## src/rtl/mult_accum16_if.sv

```systemverilog
// Handshake and data bundle between the multiplier and the product accumulator.
// Clock and reset stay plain module ports.
interface mult_accum16_if;
    logic        load;
    logic [15:0] prod;
    logic        clr;
    logic        out_ready;
    logic        out_valid;
    logic [15:0] out_data;
    logic        out_sat;
    logic        busy;
    logic        overrun;

    modport master (
        output load, prod, clr, out_ready,
        input  out_valid, out_data, out_sat, busy, overrun
    );

    modport slave (
        input  load, prod, clr, out_ready,
        output out_valid, out_data, out_sat, busy, overrun
    );
endinterface

```

## src/rtl/mult_accum16.sv

```systemverilog
// Tracks the serial multiplier's 16-clock product phase, accumulates TAPS products
// into a 20-bit sum and delivers the saturated 16-bit result over valid/ready.
module mult_accum16 #(
    parameter int unsigned TAPS = 4
) (
    input logic           clk,
    input logic           rst,
    mult_accum16_if.slave bus
);

    typedef enum logic [0:0] {StIdle, StCount} state_e;

    localparam logic [3:0] LastTerm = 4'(TAPS - 1);

    state_e      state_q, state_d;
    logic [3:0]  cnt_q, cnt_d;
    logic [3:0]  term_q, term_d;
    logic [19:0] acc_q, acc_d;
    logic        out_valid_q, out_valid_d;
    logic [15:0] out_data_q, out_data_d;
    logic        out_sat_q, out_sat_d;
    logic        overrun_q, overrun_d;

    logic [19:0] sum;
    logic        sum_sat;

    assign sum     = acc_q + {4'b0000, bus.prod};
    assign sum_sat = |sum[19:16];

    always_comb begin
        state_d     = state_q;
        cnt_d       = cnt_q;
        term_d      = term_q;
        acc_d       = acc_q;
        out_valid_d = out_valid_q;
        out_data_d  = out_data_q;
        out_sat_d   = out_sat_q;
        overrun_d   = overrun_q;

        if (out_valid_q && bus.out_ready) begin
            out_valid_d = 1'b0;
        end

        if (bus.clr) begin
            // Clear wins over any sample; a simultaneous load still starts a fresh phase.
            acc_d     = '0;
            term_d    = '0;
            overrun_d = 1'b0;
            state_d   = bus.load ? StCount : StIdle;
            cnt_d     = bus.load ? 4'd15 : 4'd0;
        end else begin
            unique case (state_q)
                StIdle: begin
                    if (bus.load) begin
                        state_d = StCount;
                        cnt_d   = 4'd15;
                    end
                end
                StCount: begin
                    if (cnt_q != 4'd0) begin
                        if (bus.load) begin
                            cnt_d     = 4'd15;
                            overrun_d = 1'b1;
                        end else begin
                            cnt_d = cnt_q - 4'd1;
                        end
                    end else begin
                        if (term_q == LastTerm) begin
                            // A pending result that is not leaving this edge keeps priority.
                            if (!out_valid_q || bus.out_ready) begin
                                out_data_d  = sum_sat ? 16'hFFFF : sum[15:0];
                                out_sat_d   = sum_sat;
                                out_valid_d = 1'b1;
                            end else begin
                                overrun_d = 1'b1;
                            end
                            acc_d  = '0;
                            term_d = '0;
                        end else begin
                            acc_d  = sum;
                            term_d = term_q + 4'd1;
                        end
                        state_d = bus.load ? StCount : StIdle;
                        cnt_d   = bus.load ? 4'd15 : 4'd0;
                    end
                end
                default: begin
                    state_d = StIdle;
                end
            endcase
        end
    end

    always_ff @(posedge clk or posedge rst) begin
        if (rst) begin
            state_q     <= StIdle;
            cnt_q       <= '0;
            term_q      <= '0;
            acc_q       <= '0;
            out_valid_q <= 1'b0;
            out_data_q  <= '0;
            out_sat_q   <= 1'b0;
            overrun_q   <= 1'b0;
        end else begin
            state_q     <= state_d;
            cnt_q       <= cnt_d;
            term_q      <= term_d;
            acc_q       <= acc_d;
            out_valid_q <= out_valid_d;
            out_data_q  <= out_data_d;
            out_sat_q   <= out_sat_d;
            overrun_q   <= overrun_d;
        end
    end

    assign bus.out_valid = out_valid_q;
    assign bus.out_data  = out_data_q;
    assign bus.out_sat   = out_sat_q;
    assign bus.busy      = (state_q == StCount);
    assign bus.overrun   = overrun_q;

endmodule

```

## src/flat_wrapper.sv

```systemverilog
// flat-port wrapper written by rule: the top's interface ports become plain ports
module mult_accum16_flat 
#(
    parameter int unsigned TAPS = 4
)
  (clk, rst, bus_load, bus_prod, bus_clr, bus_out_ready, bus_out_valid, bus_out_data, bus_out_sat, bus_busy, bus_overrun);
  mult_accum16_if bus_i ();
  input logic clk;
  input logic rst;
  input wire logic [$bits(bus_i.load)-1:0] bus_load;
  input wire logic [$bits(bus_i.prod)-1:0] bus_prod;
  input wire logic [$bits(bus_i.clr)-1:0] bus_clr;
  input wire logic [$bits(bus_i.out_ready)-1:0] bus_out_ready;
  output wire logic [$bits(bus_i.out_valid)-1:0] bus_out_valid;
  output wire logic [$bits(bus_i.out_data)-1:0] bus_out_data;
  output wire logic [$bits(bus_i.out_sat)-1:0] bus_out_sat;
  output wire logic [$bits(bus_i.busy)-1:0] bus_busy;
  output wire logic [$bits(bus_i.overrun)-1:0] bus_overrun;
  assign bus_i.load = bus_load;
  assign bus_i.prod = bus_prod;
  assign bus_i.clr = bus_clr;
  assign bus_i.out_ready = bus_out_ready;
  assign bus_out_valid = bus_i.out_valid;
  assign bus_out_data = bus_i.out_data;
  assign bus_out_sat = bus_i.out_sat;
  assign bus_busy = bus_i.busy;
  assign bus_overrun = bus_i.overrun;
  mult_accum16 #(.TAPS(TAPS)) u_core (.clk(clk), .rst(rst), .bus(bus_i));
endmodule
```

## config.mk

```make
export PLATFORM = sky130hd
export DESIGN_NAME = mult_accum16_flat
export DESIGN_NICKNAME = d
export VERILOG_FILES = /design/src/rtl/mult_accum16_if.sv /design/src/rtl/mult_accum16.sv /design/src/flat_wrapper.sv
export SDC_FILE = /design/constraint.sdc
export NUM_CORES = 1
export LEC_CHECK = 0
export ABC_AREA = 1
export ABC_CLOCK_PERIOD_IN_PS = 6900
export CAP_MARGIN = 15
export CORE_MARGIN = 1.5
export CORE_UTILIZATION = 50
export DETAILED_ROUTE_END_ITERATION = 10
export HOLD_SLACK_MARGIN = 0.12
export PLACE_DENSITY_LB_ADDON = 0.12
export SYNTH_ARGS = -nofsm -noshare
export SYNTH_HDL_FRONTEND = slang
export SYNTH_SLANG_ARGS = --single-unit
export TNS_END_PERCENT = 10
```

## constraint.sdc

```tcl
create_clock -name clk -period 6.9 [get_ports clk]
set_clock_uncertainty 0.2 [all_clocks]
set_input_delay 1.38 -clock clk [delete_from_list [all_inputs] [get_ports clk]]
set_output_delay 1.38 -clock clk [all_outputs]
set_load 0.005 [all_outputs]
```

### Word level (Yosys, flattened, before mapping)

Cells that the tools add are included.

* $add $sub $neg: 3
* equal/unequal tests: 5
* mux-type cells: 31
* bitwise gates (word level): 3
* reductions and logical operators: 10

Operators by type and width (count)
* $mux W20: 4
* $mux W4: 9
* $add A20 B16 Y20: 1
* $mux W16: 1
* $mux W1: 15
* $pmux W4 S2: 1
* $ne A3 B3 Y1 const B: 2
* $reduce_and A5 Y1: 1
* $add A4 B1 Y4 const B: 1
* $eq A4 B2 Y1 const B: 1
* $reduce_and A4 Y1: 1
* $reduce_bool A4 Y1: 1
* $reduce_or A4 Y1: 1
* $sub A4 B1 Y4 const B: 1
* $ne A3 B2 Y1 const B: 1
* $not A1 Y1: 3
* $reduce_bool A3 Y1: 1
* $ne A2 B2 Y1 const B: 1
* $pmux W1 S2: 1
* $reduce_and A2 Y1: 1
* $reduce_bool A2 Y1: 1
* $logic_and A1 B1 Y1: 1
* $logic_not A1 Y1: 1
* $logic_or A1 B1 Y1: 1

* flip-flop bits (word level): 48
* bits of input ports: 21
* output and inout bits: 20
* logic and storage cells: 60

### Depth between registers and ports, before layout

* word-level depth: 7
* depth in mapped cells: 17
* gate-level depth less buffers: 16

### Worst setup path before layout

No wires, ideal clock.

* path kind: input-to-reg
* from: input bus_prod[0]
* to: register u_core.out_data_q[11] (netlist: u_core.bus.out_data[11])
* library setup time: 0.121 ns
* arrival: 3.017 ns
* required time: 6.579 ns
* setup slack: 3.562 ns
* cell stages on the path: 16
* path buffers: 1
* cell sequence: ha_1 > inv_1 > fa_1 > inv_1 > nand3_1 > nand3_1 > nand2_1 > nand2_1 > nand2_1 > nand3_1 > nand2_1 > nor2_2 > nand2_2 > nand2_4 > buf_12 > nand2_2

* word-level cells in the longest chain between the ends: 3

RTL lines
* start, declared: RTL line flat_wrapper.sv:11 `input wire logic [$bits(bus_i.prod)-1:0] bus_prod;`
* $add A20 B16 Y20 (*): RTL line mult_accum16.sv:27 `assign sum = acc_q + {4'b0000, bus.prod};`
* $reduce_or A4 Y1: RTL line mult_accum16.sv:28 `assign sum_sat = |sum[19:16];`
* $mux W16 (*): RTL line mult_accum16.sv:71 `out_data_d = sum_sat ? 16'hFFFF : sum[15:0];`
* end signal, assigned: RTL line mult_accum16.sv:110 `out_data_q <= out_data_d;`
* end, declared: RTL line mult_accum16.sv:20 `logic [15:0] out_data_q, out_data_d;`

Mark *: on every way between the ends. The rest lies on a longest branch, timed or not.
A chain may end at the register's enable or synchronous reset.

### Final worst setup path

* from: input bus_prod[0]
* to: register u_core.out_data_q[6] (netlist: u_core.bus.out_data[6])

Same word-level chain as after synthesis.

==> reports/qor.json <==
{
  "status": "finished clean",
  "syn2layout_area_growth_pct": 17.9,
  "place.gp.congestion": 0.979,
  "yosys-top-cells-area": "sky130_fd_sc_hd__dfrtp_1, sky130_fd_sc_hd__nand2_1, sky130_fd_sc_hd__ha_1",
  "finalMaxSlewViolations": 0,
  "antenna_violations_before_repair": 0,
  "critPathKind": "in -> reg",
  "numPlacedInstances": 513,
  "synth_edf_count": 0,
  "grt_start_max_net_pins": 49,
  "synthTopCellsByCount": "sky130_fd_sc_hd__nand2_1, sky130_fd_sc_hd__dfrtp_1, sky130_fd_sc_hd__inv_1, sky130_fd_sc_hd__o21ai_0, sky130_fd_sc_hd__nand3_1",
  "pwr_dens_nw_per_um2": 145,
  "synth_async_sr_flop_share_pct": 100,
  "worst_slack_ns": 3.23,
  "initial_core_util_pct": 52.2,
  "numCtsBuffers": 5,
  "cts_tree": "built",
  "final_standard_cell_count_with_taps_included_and_fillers_excluded": 522,
  "detailroute.via_count": 2772,
  "first_global_vias": 2560,
  "max-slew-margin-rel_pct": 52.0,
  "cts-root-to-sink-buffers": 2,
  "cts_resized": 0,
  "yosys_warnings": 0,
  "route.final.wire_length_um": 7440,
  "cts_htree_levels": 2,
  "grt_usage_pct": 24.3,
  "worst_path_dominant_cell_family": "simple AND/OR/NAND/NOR gates",
  "diodes": 0,
  "floorplan.io_pins": 41,
  "port-buffer-count": 40,
  "cell_count_after_synthesis": 404,
  "cts-hold-fix-buffers": 0,
  "whs_path_depth": 2,
  "post_cts.repair.setup_buffers": 0,
  "fill_cells": 556,
  "leakage_nw": 1.93,
  "synth_nets": 444,
  "row_count": 28,
  "timing.final.crit_period_ns": 3.67,
  "worstReg2RegEnd": "u_core.bus.out_data[15]$_DFFE_PP0P_",
  "drc": 0,
  "worst_hold_class": "reg -> reg",
  "timing.reg2reg.worst_path_depth": 9,
  "dp_hpwl_um": 5480,
  "setup_viol_count_final": 0,
  "critical_path_buf_inv_count": 3,
  "die_h_um": 82.1,
  "drv_cap": 0,
  "synth_flop_cell": "sky130_fd_sc_hd__dfrtp_1",
  "die-area_um2": 6740,
  "worstPathArrival_ns": 3.67,
  "critical_path.cell_chain": "clkdlybuf4s50_1, ha_1, inv_1, fa_1, inv_1, nand3_1, nand3_1, nand2_1, nand2_1, nand2_1, nand3_1, nand2_1, nor2_2, nand2_2, nand2_4, nand2_1",
  "first_pass_grt_wire_length_um": 12100,
  "max_stage_delay_ns": 0.46,
  "gr-total-overflow": 0,
  "syn_area_per_cell_um2": 7.74,
  "timing.setup.tns_ns": 0,
  "hold_path_end": "u_core.acc_q[11]$_DFFE_PP0P_",
  "insertion_delay_ns": 0.32,
  "drt-wirelength-per-cell_um": 14.3,
  "antenna_left": 0,
  "yosys.area.top_type_share_pct": 38.4,
  "synth.cell_area_um2": 3130,
  "maxClockFrequency_ghz": 0.272,
  "nets": 486,
  "irDropWorstVdd_uv": 89.9,
  "regToRegStartpoint": "u_core.cnt_q[0]$_DFFE_PP0P_",
  "post_route_cells_drive_above_1_share_pct": 11.4,
  "cts-root-buf": "sky130_fd_sc_hd__clkbuf_8",
  "synth-seq-area-share_pct": 38.4,
  "yosys_register_bits": 48,
  "synth_area_leader_cell": "sky130_fd_sc_hd__dfrtp_1",
  "drtIter0Drc": 199,
  "timing.hold.worst.start": "u_core.acc_q[11]$_DFFE_PP0P_",
  "slowest_stage": "sky130_fd_sc_hd__clkdlybuf4s50_1",
  "floorplan.core_area_um2": 5990,
  "timing.final.crit_share_pct": 53.2,
  "dp_slack_ns": 2.90,
  "worst_pin_slew_ns": 0.718,
  "overall_die_width_um": 82.1,
  "detail_route.vias_per_cell": 5.31,
  "setup.worst_path.start_class": "primary input",
  "synth.distinct_cells": 41,
  "critPathRequiredTime_ns": 6.90,
  "critPathCaptureType": "flip-flop",
  "path_common_cell": "sky130_fd_sc_hd__nand2_1",
  "clock_sinks": 48,
  "drt-pass1-iter-count": 4,
  "final_hold_viol_count": 0,
  "critical_path.max_fanout": 17,
  "worst_setup_hold_path_clk_slew_ns": 0.09,
  "worst-path-stages": 16,
  "yosysMostFrequentCell": "sky130_fd_sc_hd__nand2_1",
  "setup.reg_to_reg.worst_slack_ns": 4.32,
  "grt_setup_unrepaired": "no"
}
## worst max-delay path by stage
stage,slack (ns),endpoint,start
after floorplan,3.56,u_core.bus.out_data[11]$_DFFE_PP0P_,bus_prod[0]
after CTS,3.24,u_core.bus.out_sat$_DFFE_PP0P_,bus_prod[0]
final,3.23,u_core.bus.out_data[6]$_DFFE_PP0P_,bus_prod[0]
after detailed placement,2.90,u_core.bus.out_sat$_DFFE_PP0P_,bus_prod[0]
after global placement,2.97,u_core.bus.out_sat$_DFFE_PP0P_,bus_prod[0]
after global routing,3.06,u_core.bus.out_data[6]$_DFFE_PP0P_,bus_prod[0]
## metrics by stage
stage	power (mW)	hold slack [ns]	instance area (um2)	utilization, %
6_report	0.535	0.295	3690	61.5
2_1_floorplan	0.334	0.253	3130	-
3_3_place_gp	0.360	0.265	3580	59.7
5_1_grt	0.558	0.318	3690	61.5
4_1_cts	0.537	0.297	3670	61.2
3_5_place_dp	0.361	0.273	3580	59.7
## layer usage
| layer | track usage [%] | share of wire, % |
|---|---|---|
| met3 | 4.51 | 6.0 |
| met5 | 0 | 0 |
| met2 | 36.7 | 44 |
| met1 | 35.7 | 49 |
| met4 | 5.93 | 0.86 |
## cell families after synthesis
kind of cell | Yosys count | share of synthesized area, %
AND/OR/NAND/NOR | 199 | 30.0
AO/OA/AOI/OAI | 69 | 12.6
buffers and inverters | 55 | 7.28
flip-flops | 48 | 38.4
adder cells (fa/ha/maj) | 19 | 7.84
XOR/XNOR | 13 | 3.64
multiplexers | 1 | 0.320
## worst reg2reg max path, stage by stage, from the launching register on
cell and delay (ns):
sky130_fd_sc_hd__dfrtp_1 0.41, sky130_fd_sc_hd__inv_1 0.08, sky130_fd_sc_hd__ha_1 0.23, sky130_fd_sc_hd__nand3_2 0.15
sky130_fd_sc_hd__nor3_2 0.20, sky130_fd_sc_hd__nand2_1 0.14, sky130_fd_sc_hd__nor2_4 0.57, sky130_fd_sc_hd__nand3_1 0.27
sky130_fd_sc_hd__o21ai_0 0.17, sky130_fd_sc_hd__nand2_2 0.07
## report_power, final
group	leakage, nW	internal (mW)	switching (mW)
clock	0.0414	0.0724	0.106
sequential	0.653	0.285	0.00250
combinational	1.24	0.0281	0.0415
total	1.93	0.386	0.150
## placed cells by master (no fill, tap or decap), types with 2 or more instances in the layout
cell type                           n
sky130_fd_sc_hd__nor2_1            18
sky130_fd_sc_hd__nand2_1          114
sky130_fd_sc_hd__a21oi_1           18
sky130_fd_sc_hd__nand3_1           24
sky130_fd_sc_hd__nand2_2           18
sky130_fd_sc_hd__o21ai_1            7
sky130_fd_sc_hd__a31oi_1            2
sky130_fd_sc_hd__clkbuf_8           5
sky130_fd_sc_hd__a22o_1             2
sky130_fd_sc_hd__o22ai_1            3
sky130_fd_sc_hd__nor2_2             5
sky130_fd_sc_hd__ha_1              18
sky130_fd_sc_hd__dfrtp_1           48
sky130_fd_sc_hd__nand4_1            2
sky130_fd_sc_hd__xor2_1             6
sky130_fd_sc_hd__o21ai_0           26
sky130_fd_sc_hd__inv_1             43
sky130_fd_sc_hd__nand3b_1           2
sky130_fd_sc_hd__xnor2_1            7
sky130_fd_sc_hd__o21bai_1           3
sky130_fd_sc_hd__o221ai_1           3
sky130_fd_sc_hd__clkdlybuf4s50_1   40
sky130_fd_sc_hd__or2_2              3
sky130_fd_sc_hd__nor3_1             2
sky130_fd_sc_hd__inv_2              5
sky130_fd_sc_hd__nor2_4             2
sky130_fd_sc_hd__a21o_1             3
sky130_fd_sc_hd__nand3_2            3
## layout make-up
cell class,count,area [um2],area share (%)
clock buffer,6,72.6,1.97
timing repair buffer,41,420,11.4
tap,75,93.8,2.54
inverter,49,184,4.99
clock inverter,2,16.3,0.441
multi-input combinational,301,1700,46.1
sequential,48,1200,32.6
## registers in the layout, indices dropped and copies added (netlist names)
name                  count
u_core.acc_q             20
u_core.bus.busy           1
u_core.bus.out_data      16
u_core.bus.out_sat        1
u_core.bus.out_valid      1
u_core.bus.overrun        1
u_core.cnt_q              4
u_core.term_q             4
Power figures use the tool's default switching activity.
